===== config.mk =====
export PLATFORM = sky130hd
export DESIGN_NAME = alu_ctrl_seq_flat
export DESIGN_NICKNAME = d
export VERILOG_FILES = /design/src/rtl/alu_ctrl_seq_if.sv /design/src/rtl/alu_ctrl_seq.sv /design/src/flat_wrapper.sv
export SDC_FILE = /design/constraint.sdc
export NUM_CORES = 1
export LEC_CHECK = 0
export BUFFER_PORTS_ARGS = -buffer_cell sky130_fd_sc_hd__buf_2
export CAP_MARGIN = 25
export CORE_MARGIN = 4
export CORE_UTILIZATION = 48
export DETAILED_ROUTE_END_ITERATION = 16
export GPL_TIMING_DRIVEN = 0
export PLACE_DENSITY_LB_ADDON = 0.2
export SLEW_MARGIN = 20
export SYNTH_ARGS = -nofsm -noshare
export SYNTH_HDL_FRONTEND = slang
export SYNTH_SLANG_ARGS = --single-unit

===== constraint.sdc =====
create_clock -name clk_i -period 2.64 [get_ports clk_i]
set_input_delay 0.396 -clock clk_i [delete_from_list [all_inputs] [get_ports clk_i]]
set_output_delay 0.396 -clock clk_i [all_outputs]
set_load 0.02 [all_outputs]

===== src/rtl/alu_ctrl_seq_if.sv =====
// Instruction-fetch handshake between instruction memory (master) and the
// control sequencer (slave).
interface alu_ctrl_seq_if;
  logic [15:0] Inst;
  logic        InstValid;
  logic        InstReady;

  modport master (output Inst, output InstValid, input InstReady);
  modport slave  (input Inst, input InstValid, output InstReady);
endinterface


===== src/rtl/alu_ctrl_seq.sv =====
// Instruction sequencer: FETCH -> DECODE -> EXEC, decodes 16-bit words into
// regfile/ALU controls and captures ALU flags into the status register.
module alu_ctrl_seq #(
  parameter logic [3:0]  CMP_CODE  = 4'hB,
  parameter logic [15:0] ZEXT_MASK = 16'h0000
) (
  input  logic                 clk_i,
  input  logic                 rst_ni,
  alu_ctrl_seq_if.slave        inst_bus,
  input  logic [4:0]           Flags_i,
  output logic [3:0]           RdestRegLoc_o,
  output logic [3:0]           RsrcRegLoc_o,
  output logic [15:0]          Imm_o,
  output logic                 Imm_s_o,
  output logic [4:0]           OpCode_o,
  output logic                 En_o,
  output logic [4:0]           Psr_o,
  output logic                 Retire_o
);

  typedef enum logic [1:0] {
    FETCH  = 2'd0,
    DECODE = 2'd1,
    EXEC   = 2'd2
  } state_t;

  state_t state_q, state_d;

  logic [3:0]  rdest_q, rsrc_q;
  logic [15:0] imm_q;
  logic        imm_s_q;
  logic [4:0]  opcode_q;
  logic        wb_q, upd_q;
  logic [4:0]  psr_q;

  logic [3:0]  rdest_d, rsrc_d;
  logic [15:0] imm_d;
  logic        imm_s_d;
  logic [4:0]  opcode_d;
  logic        wb_d, upd_d;

  logic        accept;
  logic [3:0]  major;
  logic        is_nop, is_cmp;

  assign accept = (state_q == FETCH) && inst_bus.InstValid;
  assign major  = inst_bus.Inst[15:12];
  assign is_nop = (inst_bus.Inst == 16'h0000);
  assign is_cmp = (major == 4'h0) ? (inst_bus.Inst[7:4] == CMP_CODE)
                                  : (major == CMP_CODE);

  // Combinational decode of the presented word; only latched on accept.
  always_comb begin
    rdest_d  = inst_bus.Inst[11:8];
    rsrc_d   = 4'h0;
    imm_d    = 16'h0000;
    imm_s_d  = 1'b0;
    opcode_d = 5'h00;
    if (major == 4'h0) begin
      rsrc_d   = inst_bus.Inst[3:0];
      opcode_d = {1'b0, inst_bus.Inst[7:4]};
    end else begin
      opcode_d = {1'b1, major};
      imm_s_d  = 1'b1;
      if (ZEXT_MASK[major])
        imm_d = {8'h00, inst_bus.Inst[7:0]};
      else
        imm_d = {{8{inst_bus.Inst[7]}}, inst_bus.Inst[7:0]};
    end
    wb_d  = !is_nop && !is_cmp;
    upd_d = !is_nop;
  end

  always_ff @(posedge clk_i or negedge rst_ni) begin
    if (!rst_ni)
      state_q <= FETCH;
    else
      state_q <= state_d;
  end

  always_comb begin
    state_d = state_q;
    case (state_q)
      FETCH:   if (inst_bus.InstValid) state_d = DECODE;
      DECODE:  state_d = EXEC;
      EXEC:    state_d = FETCH;
      default: state_d = FETCH;
    endcase
  end

  always_comb begin
    inst_bus.InstReady = (state_q == FETCH);
    Retire_o           = (state_q == EXEC);
    En_o               = (state_q == EXEC) && wb_q;
  end

  always_ff @(posedge clk_i or negedge rst_ni) begin
    if (!rst_ni) begin
      rdest_q  <= 4'h0;
      rsrc_q   <= 4'h0;
      imm_q    <= 16'h0000;
      imm_s_q  <= 1'b0;
      opcode_q <= 5'h00;
      wb_q     <= 1'b0;
      upd_q    <= 1'b0;
    end else if (accept) begin
      rdest_q  <= rdest_d;
      rsrc_q   <= rsrc_d;
      imm_q    <= imm_d;
      imm_s_q  <= imm_s_d;
      opcode_q <= opcode_d;
      wb_q     <= wb_d;
      upd_q    <= upd_d;
    end
  end

  // Flags are sampled at the edge that closes EXEC.
  always_ff @(posedge clk_i or negedge rst_ni) begin
    if (!rst_ni)
      psr_q <= 5'h00;
    else if ((state_q == EXEC) && upd_q)
      psr_q <= Flags_i;
  end

  assign RdestRegLoc_o = rdest_q;
  assign RsrcRegLoc_o  = rsrc_q;
  assign Imm_o         = imm_q;
  assign Imm_s_o       = imm_s_q;
  assign OpCode_o      = opcode_q;
  assign Psr_o         = psr_q;

endmodule


===== src/flat_wrapper.sv =====
// flat-port wrapper written by rule: the top's interface ports become plain ports
module alu_ctrl_seq_flat 
#(
  parameter logic [3:0]  CMP_CODE  = 4'hB,
  parameter logic [15:0] ZEXT_MASK = 16'h0000
)
  (clk_i, rst_ni, Flags_i, RdestRegLoc_o, RsrcRegLoc_o, Imm_o, Imm_s_o, OpCode_o, En_o, Psr_o, Retire_o, inst_bus_Inst, inst_bus_InstValid, inst_bus_InstReady);
  alu_ctrl_seq_if inst_bus_i ();
  input  logic clk_i;
  input  logic rst_ni;
  input  logic [4:0] Flags_i;
  output logic [3:0] RdestRegLoc_o;
  output logic [3:0] RsrcRegLoc_o;
  output logic [15:0] Imm_o;
  output logic Imm_s_o;
  output logic [4:0] OpCode_o;
  output logic En_o;
  output logic [4:0] Psr_o;
  output logic Retire_o;
  input wire logic [$bits(inst_bus_i.Inst)-1:0] inst_bus_Inst;
  input wire logic [$bits(inst_bus_i.InstValid)-1:0] inst_bus_InstValid;
  output wire logic [$bits(inst_bus_i.InstReady)-1:0] inst_bus_InstReady;
  assign inst_bus_i.Inst = inst_bus_Inst;
  assign inst_bus_i.InstValid = inst_bus_InstValid;
  assign inst_bus_InstReady = inst_bus_i.InstReady;
  alu_ctrl_seq #(.CMP_CODE(CMP_CODE), .ZEXT_MASK(ZEXT_MASK)) u_core (.clk_i(clk_i), .rst_ni(rst_ni), .inst_bus(inst_bus_i), .Flags_i(Flags_i), .RdestRegLoc_o(RdestRegLoc_o), .RsrcRegLoc_o(RsrcRegLoc_o), .Imm_o(Imm_o), .Imm_s_o(Imm_s_o), .OpCode_o(OpCode_o), .En_o(En_o), .Psr_o(Psr_o), .Retire_o(Retire_o));
endmodule

# Word level (Yosys, flattened, before mapping)
# Memories as Yosys holds them, arrays and structs flattened.
# Cells that the tools add are included.
# word_totals
regBits	39
wordCells	34
in_bits	24
memories	1
rom_bits	16
# mem_list
name	words	word_bits	read_ports	rd_ports_with_merged_regs	write_ports	line	source
(no name shown)	16	1	1	0	0	alu_ctrl_seq.sv:65	if (ZEXT_MASK[major])
# op_classes
reduce_logical	9
order_cmp	1
eq_ne	5
muxes	9
# ops
cell	count
two-way mux 16 bit	2
logical NOT 16 bit	1
equality test 4 bit, second input constant	2
< comparator 4 x 5 -> 1 bit, second input constant	1
two-way mux 5 bit	1
logical AND 1 bit	4
logical NOT 4 bit	1
two-way mux 4 bit	1
one-hot mux 2 bit (2 select lines)	1
two-way mux 1 bit	3
equality test 2 x 1 -> 1 bit, second input constant	1
equality test 2 bit, second input constant	1
logical NOT 1 bit	2
logical NOT 2 bit	1
two-way mux 2 bit	1
!= test 2 bit, second input constant	1

# Logic depth before layout (Yosys ltp)
# Gate-level depths: netlist (run 1).
# depth
depth_word	4
ltp_mapped	6

# Worst setup path before layout (run 1)
# No wires, ideal clock.
# synth_path
path_kind	flip-flop to flip-flop
from	register u_core.state_q[1]
to	register u_core.rsrc_q[3] (netlist: u_core.RsrcRegLoc_o[3])
setup_time_ns	0.121
path_stages_with_launch	6
required_ns	2.519
synth_period_minus_slack_ns	1.409
t_arrival_ns	1.288
slack_ns	1.231
cell_sequence	dfrtp_1 -> nor2_2 -> nand2_1 -> buf_4 -> buf_6 -> a22o_2
# synth_via
elab_chain_len	2
# synth_rtl
item	line	source
start, declared	alu_ctrl_seq.sv:27	state_t state_q, state_d;
start signal, assigned	alu_ctrl_seq.sv:78	state_q <= state_d;
logical NOT 2 bit	n/a	
via inst_bus_InstReady	flat_wrapper.sv:22	output wire logic [$bits(inst_bus_i.InstReady)-1:0] inst_bus_InstReady;
logical AND 1 bit	alu_ctrl_seq.sv:46	assign accept = (state_q == FETCH) && inst_bus.InstValid;
end signal, assigned	alu_ctrl_seq.sv:108	rsrc_q <= rsrc_d;
end, declared	alu_ctrl_seq.sv:29	logic [3:0] rdest_q, rsrc_q;
# The timed path passes the listed nets, and every way through them passes these cells.
# A chain may end at the register's enable or synchronous reset.

# Final worst setup path (run 1)
# layout_path
from	register u_core.state_q[1]
to	output port En_o
# layout_via
elab_chain_len	2
# layout_rtl
item	line	source
equality test 2 bit	alu_ctrl_seq.sv:94	En_o = (state_q == EXEC) && wb_q;
logical AND 1 bit	alu_ctrl_seq.sv:94	
end, declared	flat_wrapper.sv:17	output logic En_o;
# No other way between the ends.

==> impl_metrics.ini, run 1 <==
[power]
p_comb_frac = 0.394
power.switching_mw = 0.541
p_leak_nw = 0.912
total_power_mw = 1.44
peakVddDrop_mv = 0.637
power_frac_seq = 0.440
clkPwrFrac = 0.165
p_per_area_nw_per_um2 = 851
internal_power_mw = 0.898
p_sw_frac = 0.376

[timing]
tns_ns = 0
finalCritPeriodShare = 0.616
fin_skew_ns = 0.00476
finalSetupViolCount = 0
post-route-min-period_ns = 1.63
rsz0062_at_grt = no
tightest_slew_ns = 0.641
fin_hold_ws_ns = 0.0917
slew_viol_final = 0
hold_violations = 0
fmax_mhz = 615
setup_ws_ns = 1.01
slew-limit-headroom = 0.573

[synth]
synth_mux_area_frac = 0.0433
synth_commonest_cells = dfrtp_1, nand2_1, buf_4
synth-edff-count = 0
synth_compound_area_frac = 0.133
netlist_area_um2 = 1300
synth_top_area_cell = dfrtp_1
synthAdderAreaFrac = 0
ys_seq_area_frac = 0.577
synth_top_family_by_area = simple AND/OR/NAND/NOR gates
syn_inst = 116
syn_nets = 140
avgSynthCellArea_um2 = 11.2
synth-main-ff-cell = dfrtp_1
synth_top_area_frac = 0.577
synth.most_common_cell = dfrtp_1
synthTopCellsByArea = dfrtp_1, buf_4, nand2_1
synth-simple-area-share = 0.162
ys_warn_count = 0
async_reset_ff_frac = 1.00
synthXorXnorAreaFrac = 0
ys_types = 24
ys_seq_elements = 30

[clock_network]
cts_root_buf = clkbuf_4
clk_pin_slew_worst_paths_ns = 0.09
clock_sinks = 30
numCtsBuffers = 5
post_cts_buffers = 0
holdBufCountCts = 0
cts_buffer_depth = 2
cts_tree = done
clk_latency_ns = 0.32
htreeDepth = 2
cts_resized = 0

[floorplan]
die_area_um2 = 3610
io_pins = 62
die_width_um = 60.1
start_util = 0.516
die_h_um = 60.1
rows = 18
core_um2 = 2520

[grt]
grt_pass1_vias = 1094
grt.total_usage = 0.180
grt_pass1_wl_um = 4690
grt_max_degree = 31
antenna_found_initial = 0
grt-ovfl-total = 0

[placed_design]
placed_area_um2 = 1640
io_buffer_count = 61
gp_congestion = 0.804
pre_cts_slack_ns = 1.24
dp_hpwl_um = 2330
dp.cells = 207

[final_layout]
syn_to_final_growth_pct = 30.0
stdcell_area_um2 = 1690
antenna_cells = 0
nNetsFinal = 208
drive_above_1_share = 0.505
layout.cells.non_filler = 214
finish.utilization = 0.671
fillers = 219

[worst_setup_path]
crit_path_start_kind = flop
r2r_end = u_core.RsrcRegLoc_o[3]
reg2regPathDepth = 5
crit_fanout = 3
arrival_ns = 1.23
r2r-start = u_core.state_q[1]
worstSetupEndpointType = primary output
cp.required_ns = 2.24
r2r_slack_ns = 1.27
crit_type = flop to primary output

[detailed_routing]
antenna_left = 0
drt_pass1_iterations = 4
routed-via-count = 1069
drc = 0
wl_per_cell_um = 13.6
drt-total-wl_um = 2910
vias_per_cell = 5.00
drt_iter0_drc = 25

[worst_hold_path]
worstHoldPathType = primary input to asynchronous set/reset pin

[job]
cap_violations = 0

[run_status]
status = completed
## logic make-up (layout without fill, tap and decap cells)
family | count (synthesis) | after routing
flops | 30 | 30
mux | 5 | 5
compound gates | 23 | 23
simple gates | 41 | 41
buf+inv | 17 | 85
## cell type report
type | count | area (um^2) | area share
sequential | 30 | 751 | 0.444
multi-input combinational | 69 | 440 | 0.260
timing repair buffer | 61 | 305 | 0.180
buffer | 12 | 91.3 | 0.0540
clock buffer | 5 | 37.5 | 0.0222
tap | 30 | 37.5 | 0.0222
inverter | 5 | 18.8 | 0.0111
clock inverter | 2 | 10.0 | 0.00592
## power groups by stage
stage,clock [mW],sequential (mW),combinational [mW]
2_1_floorplan,0,0.770,0.237
3_3_place_gp,0,0.635,0.564
3_5_place_dp,0,0.644,0.575
4_1_cts,0.249,0.635,0.576
5_1_grt,0.275,0.652,0.609
6_report,0.238,0.634,0.567
## worst max-delay path, stage by stage (launching register included)
cell     delay [ns]
dfrtp_1        0.41
and2b_1        0.18
and2_1         0.16
buf_2          0.15
## how the worst max path moves through the flow
stage	startpoint	end	slack [ns]	depth (start not counted)
floorplan	u_core.state_q[1]	u_core.RsrcRegLoc_o[3]	1.23	5
global placement	inst_bus_Inst[13]	u_core.RsrcRegLoc_o[3]	1.26	4
detailed placement	inst_bus_Inst[13]	u_core.RsrcRegLoc_o[2]	1.24	4
CTS	u_core.state_q[1]	En_o	0.99	3
global route	u_core.state_q[1]	En_o	0.95	3
finish	u_core.state_q[1]	En_o	1.01	3
## cells in the final DEF, fill, tap and decap left out, types with 2 or more instances in the layout
cell,synthesis,layout
buf_2,1,62
dfrtp_1,30,30
nand2_1,19,19
buf_4,10,10
nor2_1,9,9
a22o_1,8,8
mux2_2,5,5
inv_1,5,5
a21oi_1,5,5
clkbuf_4,0,5
a22o_2,4,4
a31oi_1,4,4
nor4_1,3,3
nor2b_1,2,2
clkinv_2,0,2
## flip-flops by register name (all words and copies together), names as in the netlist
signal / count
u_core.Psr_o: 5
u_core.Imm_o: 8
u_core.OpCode_o: 4
u_core.RdestRegLoc_o: 4
u_core.RsrcRegLoc_o: 4
u_core.wb_q: 1
u_core.Imm_s_o: 1
u_core.state_q: 2
u_core.upd_q: 1
## metal layers
layer | up-vias | GRT usage | part of all wire
met5 | - | 0 | 0
met2 | 37 | 0.299 | 0.49
met4 | 0 | 0.101 | 0.0079
li1 | 526 | - | -
met3 | 4 | 0.0432 | 0.077
met1 | 502 | 0.212 | 0.42
No activity file was read; power rests on OpenSTA's default activity.
==> run 2, diff against run 1 <==
- CORE_UTILIZATION: 48 -> 45
- clock period: 2.64 -> 1.7 ns (I/O delays scaled with it)
==> impl_metrics.ini, run 2 (synthesized netlist as in run 1, its figures left out) <==
[final_layout]
nNetsFinal = 209
antenna_cells = 0
stdcell_area_um2 = 1700
largest_register_ffs = 8
syn_to_final_growth_pct = 30.9
drive_above_1_share = 0.503
final_cell_mix = buf_2, dfrtp_1, nand2_1
final_common_cell = buf_2
layout.cells.non_filler = 216

[detailed_routing]
drc = 0
vias_per_cell = 5.16
wl_met1_um = 1190
routed-via-count = 1115
drt_pass1_iterations = 4
routed-wl-met2_um = 1430
top_layer = met4
wl_per_cell_um = 13.6
drt-total-wl_um = 2930
antenna_left = 0
drt_iter0_drc = 49
dr_wl_met3_um = 263

[clock_network]
cts_root_buf = clkbuf_4
clock_sinks = 30
numCtsBuffers = 5
holdBufCountCts = 1
clk_pin_slew_worst_paths_ns = 0.09
htreeDepth = 2
post_cts_buffers = 0
cts_resized = 0
cts_tree = done
clk_latency_ns = 0.33
cts_buffer_depth = 2

[timing]
fmax_mhz = 667
finalCritPeriodShare = 0.882
slew_viol_final = 0
tightest_slew_ns = 0.645
slew-limit-headroom = 0.570
fin_hold_ws_ns = 0.133
hold_violations = 0
fin_skew_ns = 0.00743
finalSetupViolCount = 0
tns_ns = 0
post-route-min-period_ns = 1.50
rsz0062_at_grt = no

[worst_setup_path]
critPathTopFamily = flip-flops
worstSetupEndpointType = primary output
cpPeakStageDelay_ns = 0.40
crit_type = flop to primary output
arrival_ns = 1.24
crit_path_start_kind = flop
critPathSlowestCell = dfrtp_1
cp.buffers_inverters = 1
crit_chain = and2b_1 -> and2_1 -> buf_2
crit_fanout = 3
cp.required_ns = 1.44

[placed_design]
gp_congestion = 0.858
dp.cells = 208
placed_area_um2 = 1650
dp_hpwl_um = 2260
io_buffer_count = 61

[grt]
grt.total_usage = 0.175
grt_pass1_vias = 1024
antenna_found_initial = 0
grt_max_degree = 31
grt-ovfl-total = 0
grt_pass1_wl_um = 4710

[floorplan]
die_h_um = 61.8
core_um2 = 2760
io_pins = 62
rows = 19
die_width_um = 61.8
start_util = 0.472
die_area_um2 = 3820

[power]
p_per_area_nw_per_um2 = 1320
peakVddDrop_mv = 0.923
p_leak_nw = 0.916

[job]
cap_violations = 0

[worst_hold_path]
worstHoldPathType = primary input to flop

[run_status]
status = completed
run 2: changes by cell type in the layout (fill, tap and decap cells not counted):
cell	delta
dlygate4sd3_1	+1
run 2: path summary, 6_finish.rpt:
kind	start	end	slack [ns]	cells past startpoint
max in group asynchronous	rst_ni	u_core.wb_q	0.79	2
max reg2reg	u_core.state_q[1]	u_core.RsrcRegLoc_o[3]	0.32	5
min in group asynchronous	rst_ni	u_core.Imm_s_o	0.49	2
max	u_core.state_q[0]	En_o	0.20	3
min	inst_bus_Inst[8]	u_core.RdestRegLoc_o[0]	0.13	3
min reg2reg	u_core.state_q[1]	u_core.state_q[1]	0.48	1
run 2: per-layer routing:
layer,track usage,vias up
met5,0,-
met4,0.0636,0
met3,0.0744,5
met2,0.271,39
met1,0.219,536
li1,-,535
run 2: where the power goes:
group	switching [mW]	total, mW	internal, mW	leakage (nW)
registers	0.0965	0.984	0.888	0.363
logic	0.519	0.879	0.360	0.522
clock network	0.237	0.386	0.148	0.0308
total	0.853	2.25	1.40	0.916
run 2: worst reg2reg max path, stage by stage, from the launching register on:
cell	delay, ns
dfrtp_1	0.41
nor2_2	0.18
nand2_1	0.09
buf_4	0.18
buf_6	0.15
a22o_2	0.25
run 2: layout make-up:
| class | count | area [um^2] |
|---|---|---|
| sequential | 30 | 751 |
| tap | 31 | 38.8 |
| clock inverter | 2 | 10.0 |
| timing repair buffer | 62 | 315 |
| inverter | 5 | 18.8 |
| multi-input combinational | 69 | 440 |
| buffer | 12 | 91.3 |
| clock buffer | 5 | 37.5 |
| fill | 242 | 1050 |
run 2: stage by stage:
stage / power [mW] / worst slack [ns] / util
after floorplan: 1.56 / 0.291 / -
after global placement: 1.86 / 0.372 / 0.597
after detailed placement: 1.89 / 0.347 / 0.597
after CTS: 2.27 / 0.191 / 0.618
after global routing: 2.40 / 0.0990 / 0.618
final: 2.25 / 0.201 / 0.618
==> run 3, diff against run 2 <==
- CORE_MARGIN: 4 -> unset
==> impl_metrics.ini, run 3 (synthesized netlist as in run 1, its figures left out) <==
[worst_setup_path]
cp.required_ns = 1.44
worstSetupEndpointType = primary output
cp.buffers_inverters = 1
critPathTopFamily = flip-flops
crit_type = flop to primary output
r2r_end = u_core.RsrcRegLoc_o[3]
r2r_slack_ns = 0.35
r2r-start = u_core.state_q[1]
critPathSlowestCell = dfrtp_1
cpPeakStageDelay_ns = 0.40
arrival_ns = 1.24
crit_path_start_kind = flop
crit_fanout = 3
cp_num_cells = 3
crit_chain = and2b_1 -> and2_1 -> buf_2
reg2regPathDepth = 5

[worst_hold_path]
hold_path.startpoint = inst_bus_Inst[8]
min_to = u_core.RdestRegLoc_o[0]
worstHoldPathType = primary input to flop
hold_path_depth = 3

[detailed_routing]
wl_per_cell_um = 12.6
vias_per_cell = 5.08
drc = 0
drt-total-wl_um = 2740
antenna_left = 0
drt_pass1_iterations = 4
routed-via-count = 1103
drt_iter0_drc = 18

[clock_network]
clk_latency_ns = 0.33
cts_resized = 0
cts_tree = done
clock_sinks = 30
htreeDepth = 2
holdBufCountCts = 1
numCtsBuffers = 5
cts_buffer_depth = 2
post_cts_buffers = 0
clk_pin_slew_worst_paths_ns = 0.09
cts_root_buf = clkbuf_4

[grt]
grt_util_met3 = 0.0744
antenna_found_initial = 0
use_met2 = 0.336
grt_max_degree = 31
grt_pass1_wl_um = 4690
grt.total_usage = 0.199
grt-ovfl-total = 0
met1_usage = 0.233
grt_pass1_vias = 1058
top_usage_layer = met2

[final_layout]
drive_above_1_share = 0.505
nNetsFinal = 209
final_cell_mix = buf_2, dfrtp_1, nand2_1
antenna_cells = 0
final_common_cell = buf_2
seq_area_um2 = 751
fillers = 246
multiInputGateArea_um2 = 440
syn_to_final_growth_pct = 32.1
largest_register_ffs = 8

[power]
total_power_mw = 2.30
peakVddDrop_mv = 1.03
p_per_area_nw_per_um2 = 1340
p_leak_nw = 0.919

[timing]
fin_skew_ns = 0.00353
setup_ws_ns = 0.208
finalCritPeriodShare = 0.877
slew_viol_final = 0
post-route-min-period_ns = 1.49
hold_violations = 0
finalSetupViolCount = 0
fmax_mhz = 670
slew-limit-headroom = 0.566
tightest_slew_ns = 0.651
rsz0062_at_grt = no
tns_ns = 0

[floorplan]
die_h_um = 55.8
core_um2 = 2760
die_width_um = 55.8
io_pins = 62
start_util = 0.472
rows = 19
die_area_um2 = 3110

[job]
cap_violations = 0

[run_status]
status = completed

[placed_design]
io_buffer_count = 61
dp_hpwl_um = 2070
pre_cts_slack_ns = 0.364
gp_congestion = 0.721
run 3: report_power, final:
group	switching (mW)	leakage, nW	internal [mW]	total [mW]
sequential	0.0952	0.363	0.888	0.983
combinational	0.512	0.522	0.360	0.872
clock	0.247	0.0343	0.198	0.446
run 3: worst max-delay path by stage:
stage	startpoint	end	slack, ns
finish	u_core.state_q[0]	En_o	0.21
floorplan	u_core.state_q[1]	u_core.RsrcRegLoc_o[3]	0.29
global route	u_core.state_q[0]	En_o	0.14
detailed placement	u_core.state_q[1]	u_core.RsrcRegLoc_o[3]	0.36
CTS	u_core.state_q[0]	En_o	0.19
global placement	u_core.state_q[1]	u_core.RsrcRegLoc_o[3]	0.37
run 3: worst min-delay path: stages:
cell and delay [ns]:
buf_2 0.09, nand2_1 0.04, nand2_1 0.05
run 3: final cells by class:
| class | count | area share |
|---|---|---|
| Sequential cell | 30 | 0.437 |
| Multi-Input combinational cell | 69 | 0.256 |
| Timing Repair Buffer | 62 | 0.183 |
| Buffer | 12 | 0.0531 |
| Clock buffer | 6 | 0.0298 |
| Tap cell | 31 | 0.0226 |
| Inverter | 5 | 0.0109 |
| Clock inverter | 2 | 0.00728 |
run 3: per-stage QoR:
stage,hold WS (ns),std cells,instance area (um^2),utilization
global route,0.127,217,1720,0.623
global placement,0.308,208,1650,0.597
detailed placement,0.325,208,1650,0.597
CTS,0.114,217,1720,0.623
floorplan,-0.0406,116,1300,-
finish,0.129,217,1720,0.623
run 3: metal layers:
| metal | routed length, um | vias up |
|---|---|---|
| met2 | 1340 | 35 |
| li1 | - | 530 |
| met1 | 1190 | 533 |
| met5 | 0 | - |
| met4 | 34 | 0 |
| met3 | 174 | 5 |
